<file path="src/rtl/reg_access_arbiter.sv">
// Two-requester arbiter that sequences whole-word commands (clear, load16,
// decrement, increment) onto a shared 16-bit byte-loadable register.
module reg_access_arbiter #(
  parameter bit RR_EN = 1'b1
) (
  input  logic        clk,
  input  logic        rst_n,
  input  logic        req0_valid,
  input  logic [1:0]  req0_op,
  input  logic [15:0] req0_data,
  output logic        req0_ready,
  input  logic        req1_valid,
  input  logic [1:0]  req1_op,
  input  logic [15:0] req1_data,
  output logic        req1_ready,
  output logic [7:0]  reg_I,
  output logic [1:0]  reg_FunSel,
  output logic        reg_LH,
  output logic        reg_enable,
  output logic        busy,
  output logic        done,
  output logic        done_id,
  output logic [1:0]  dbg_state
);

  // Handshake: a command transfers on the cycle reqN_valid && reqN_ready.
  // ready is only ever offered in IDLE to the granted requester; a requester
  // holds op/data stable until it sees ready.

  typedef enum logic [1:0] {
    IDLE    = 2'd0,
    LOAD_LO = 2'd1,
    LOAD_HI = 2'd2,
    SINGLE  = 2'd3
  } state_t;

  localparam logic [1:0] OP_LOAD16 = 2'b01;
  localparam logic [1:0] FS_LOAD   = 2'b01;

  state_t      state_q, state_d;
  logic [1:0]  op_q, op_d;
  logic [15:0] data_q, data_d;
  logic        id_q, id_d;
  logic        last_q, last_d;
  logic        grant0, grant1;

  // With both valid, round-robin favours the requester not granted last.
  always_comb begin
    grant1 = req1_valid && (!req0_valid || (RR_EN && !last_q));
    grant0 = req0_valid && !grant1;
  end

  always_comb begin
    state_d    = state_q;
    op_d       = op_q;
    data_d     = data_q;
    id_d       = id_q;
    last_d     = last_q;
    req0_ready = 1'b0;
    req1_ready = 1'b0;
    reg_I      = 8'h00;
    reg_FunSel = 2'b00;
    reg_LH     = 1'b0;
    reg_enable = 1'b0;
    done       = 1'b0;
    done_id    = 1'b0;
    case (state_q)
      IDLE: begin
        req0_ready = rst_n && grant0;
        req1_ready = rst_n && grant1;
        if (grant0 || grant1) begin
          op_d    = grant1 ? req1_op : req0_op;
          data_d  = grant1 ? req1_data : req0_data;
          id_d    = grant1;
          last_d  = grant1;
          state_d = ((grant1 ? req1_op : req0_op) == OP_LOAD16) ? LOAD_LO : SINGLE;
        end
      end
      LOAD_LO: begin
        reg_enable = 1'b1;
        reg_FunSel = FS_LOAD;
        reg_I      = data_q[7:0];
        state_d    = LOAD_HI;
      end
      LOAD_HI: begin
        reg_enable = 1'b1;
        reg_FunSel = FS_LOAD;
        reg_LH     = 1'b1;
        reg_I      = data_q[15:8];
        done       = 1'b1;
        done_id    = id_q;
        state_d    = IDLE;
      end
      SINGLE: begin
        reg_enable = 1'b1;
        reg_FunSel = op_q;
        done       = 1'b1;
        done_id    = id_q;
        state_d    = IDLE;
      end
      default: state_d = IDLE;
    endcase
  end

  always_comb begin
    busy      = (state_q != IDLE);
    dbg_state = state_q;
  end

  // Pointer resets to 1 so requester 0 wins the first tie.
  always_ff @(posedge clk or negedge rst_n) begin
    if (!rst_n) begin
      state_q <= IDLE;
      op_q    <= 2'b00;
      data_q  <= 16'h0000;
      id_q    <= 1'b0;
      last_q  <= 1'b1;
    end else begin
      state_q <= state_d;
      op_q    <= op_d;
      data_q  <= data_d;
      id_q    <= id_d;
      last_q  <= last_d;
    end
  end

endmodule

</file>
<file path="config.mk">
export PLATFORM = sky130hd
export DESIGN_NAME = reg_access_arbiter
export DESIGN_NICKNAME = d
export VERILOG_FILES = /design/src/rtl/reg_access_arbiter.sv
export SDC_FILE = /design/constraint.sdc
export NUM_CORES = 1
export LEC_CHECK = 0
export CAP_MARGIN = 30
export CORE_ASPECT_RATIO = 1.4
export CORE_MARGIN = 4
export CORE_UTILIZATION = 25
export CTS_CLUSTER_DIAMETER = 30
export DETAILED_ROUTE_END_ITERATION = 10
export GPL_ROUTABILITY_DRIVEN = 0
export PLACE_DENSITY = 0.54
export REMOVE_ABC_BUFFERS = 1
export SLEW_MARGIN = 0
export SYNTH_ARGS = -nofsm -noshare
export SYNTH_HDL_FRONTEND = slang
export SYNTH_SLANG_ARGS = --single-unit
</file>
<file path="constraint.sdc">
create_clock -name clk -period 1.9 [get_ports clk]
set_input_delay 0.285 -clock clk [delete_from_list [all_inputs] [get_ports clk]]
set_output_delay 0.285 -clock clk [all_outputs]
set_load 0.005 [all_outputs]
</file>
==> key figures <==
Synth
  • Area leader, netlist: dfrtp_1
  • Post-synth top area share: 0.389
  • Synth unique cells: 30
  • Syn Area/Cell: 9.93 um2
  • Sequential area share after synthesis: 0.409
  • Ys async rst share: 1.00
  • Commonest cells in the netlist: 21 x dfrtp_1, 19 x nand2_1, 16 x mux2i_1
  • Synthesized area: between 1000 and 1500 um2
  • Area contributors post-synth: dfrtp_1 39%, mux2i_1 12%, ha_1 5.6%, nand2_1 5.3%, nor2b_1 4.6%
  • Number of enable flip-flop cells after synthesis: 0
  • Count leader, synth: dfrtp_1
  • Seq cells post-synth: 22
  • Syn Inst Count: ~140
  • Ys Warns: 0
  • Most used DFF post-synth: dfrtp_1

Timing
  • Final setup violation count: 0
  • Relative slew slack: 0.722
  • Worst Tran Pin Value: about 0.42 ns
  • Highest clock rate: between 0.5 and 0.6 GHz
  • Fin crit share: 0.978
  • Worst hold margin: 0.424 ns
  • Worst clock skew: 0.00433 ns
  • Final count of hold timing violations: 0
  • Min cycle time layout: ~1.9 ns
  • RSZ-0062 raised after global routing: yes
  • Final number of max-transition violations: 0
  • Fin Setup TNS: 0 ns

CTS
  • CTS Root Cell: clkbuf_8
  • Worst-Skew Late Latency: ~0.27 ns
  • Total CTS buffers: 3
  • Clock tree buffer depth: 2
  • CTS tree: built
  • H-tree depth: 1
  • Post-CTS Hold Fix Bufs: 0
  • TritonCTS Sinks: 22
  • Clock transition at path regs: 0.09 ns

Worst setup path
  • Worst setup path endpoint: reg_FunSel[0]
  • Reg-to-reg critical path endpoint: dbg_state[1]
  • Critical path, cell by cell: buf_6 > ha_2 > buf_4 > a21oi_2 > nor2_1 > dlygate4sd2_1
  • CP max FO: 4
  • Worst path max stage delay: 0.46 ns
  • Worst Setup Start Kind: register
  • WP data required: 1.62 ns
  • R2r startpoint: dbg_state[0]
  • CP Capture Type: output pin
  • Crit path DAT: between 1.5 and 2 ns
  • Worst reg2reg setup slack: 0.23 ns
  • Worst setup path startpoint: dbg_state[1]
  • Setup CP Type: register to output pin
  • R2r worst-path depth: 9
  • Critical Path Slowest Stage Cell: dfrtp_2

Place
  • Post-detail-place hpwl: 2770 um
  • PortBufs: 58
  • Placed Instances: 270

Detailed routing
  • DRC: 0
  • Iter 0 DRT Violations: 52
  • TritonRoute pass-1 iters: 4
  • Vias: 1,206
  • Drt total wl: 3590 um
  • Post-route ant nets: 0
  • Via/cell ratio: 4.39
  • WL/cell: 13.1 um

Cells and area
  • Layout area overhead: 66.0%
  • Nets@finish: 256
  • Antenna diodes: 0
  • Filler cells: 550
  • Final cell count without fillers: 275
  • Share of layout cells above drive strength 1: 0.287

GRT
  • Initial antenna violation count: 0
  • Gr ovfl total: 0
  • GR Util All Layers: 0.111
  • Number of global-route vias before repair: 1,281
  • First-pass GRT wire length: 5980 um
  • Largest net degree at the start of global routing: 25

Power
  • Leakage: 1.01 nW
  • PnR Total Power: 3.18 mW
  • PD cells: 1420 nW/um2
  • Max IR drop VDD: 472 uV

Floorplanning
  • Die area: 6660 um2
  • Die H: 95.0 um
  • Die Wd: 70.1 um
  • Area of the core: 5200 um2
  • Top Ports: 59
  • Cell row count: 31
  • Initial Util: 0.260

Hold path
  • Worst Hold Class: input pin to asynchronous set/reset pin

Outcome
  • Status: completed

Run
  • Max-cap viol count: 0
-- sequential cells by signal, indices dropped and copies added, names as in the netlist --
signal	cells
data_q	16
dbg_state	2
id_q	1
last_q	1
op_q	2
-- power by group --
part / internal (mW) / switching [mW]
combinational: 1.02 / 0.829
sequential: 0.711 / 0.166
clock: 0.282 / 0.165
total: 2.02 / 1.16
-- worst min-delay path by stage --
stage | start | end | cells after the start
after floorplan | rst_n | data_q[0] | 0
after global placement | data_q[7] | data_q[7] | 2
after detailed placement | id_q | id_q | 2
after CTS | rst_n | data_q[2] | 2
after global routing | rst_n | data_q[10] | 2
final | rst_n | data_q[10] | 2
-- per-stage QoR --
stage                util  cell area, um2  setup WS [ns]
floorplan               -            1270          0.229
global placement    0.402            2090        -0.0409
detailed placement  0.402            2090        -0.0873
CTS                 0.427            2220        -0.0969
global route        0.431            2240        -0.0220
finish              0.431            2240         0.0426
-- worst max-delay path: cells and delay by family, from the launching register on --
family	cells	cell delay [ns]
AND/OR/NAND/NOR	1	0.05
flip-flops	1	0.46
buffers and inverters	3	0.53
AO/OA/AOI/OAI	1	0.11
adder cells (fa/ha/maj)	1	0.16
-- layout make-up --
type	instances	area [um2]	area share
clock buffers	3	41.3	0.0184
clock inverters	1	30.0	0.0134
inverters	5	21.3	0.00949
multi-input cells	99	813	0.363
flip-flops and latches	22	553	0.247
well taps	66	82.6	0.0369
repair buffers	79	699	0.312
-- placed cells by master (no fill, tap or decap), types with 2 or more instances in the layout --
cell | synthesis | routed
and2_1 | 3 | 3
a21oi_1 | 5 | 4
clkbuf_2 | 1 | 4
nor2b_4 | 0 | 2
buf_4 | 1 | 18
ha_4 | 0 | 4
nor2b_2 | 0 | 4
o21ai_0 | 9 | 9
o21ai_1 | 8 | 8
inv_1 | 5 | 3
dfrtp_1 | 21 | 20
dlygate4sd2_1 | 0 | 8
a22oi_2 | 0 | 5
mux2i_1 | 16 | 16
clkdlybuf4s50_1 | 0 | 42
nand2_1 | 19 | 19
nor2_1 | 4 | 4
buf_2 | 4 | 4
clkbuf_8 | 0 | 3
nor2b_1 | 10 | 4
buf_6 | 0 | 3
a22oi_1 | 8 | 3
-- metal layers --
layer	vias to the layer above	wire (um)	global-route usage
li1	614	-	-
met1	552	1480	0.124
met4	0	59	0.0479
met5	-	0	0
met3	4	183	0.0192
met2	36	1870	0.204
-- kinds of logic (layout without fill, tap and decap cells) --
logic type               after synthesis  in the layout  share of synthesized area
AND/OR/NAND/NOR                       40             40                      0.141
AO/OA/AOI/OAI                         37             37                      0.207
flip-flops                            22             22                      0.409
multiplexers                          16             16                      0.119
buffers and inverters                 15             88                     0.0695
adder cells (fa/ha/maj)                6              6                     0.0556
-- timing repair --
action | in CTS | in global routing
pin swaps | 2 | 3
setup endpoints to repair | 17 | 12
setup buffers | 1 | 0
gates resized for setup | 41 | 26
hold endpoints to repair | 0 | 0
No activity file was read; power rests on OpenSTA's default activity.
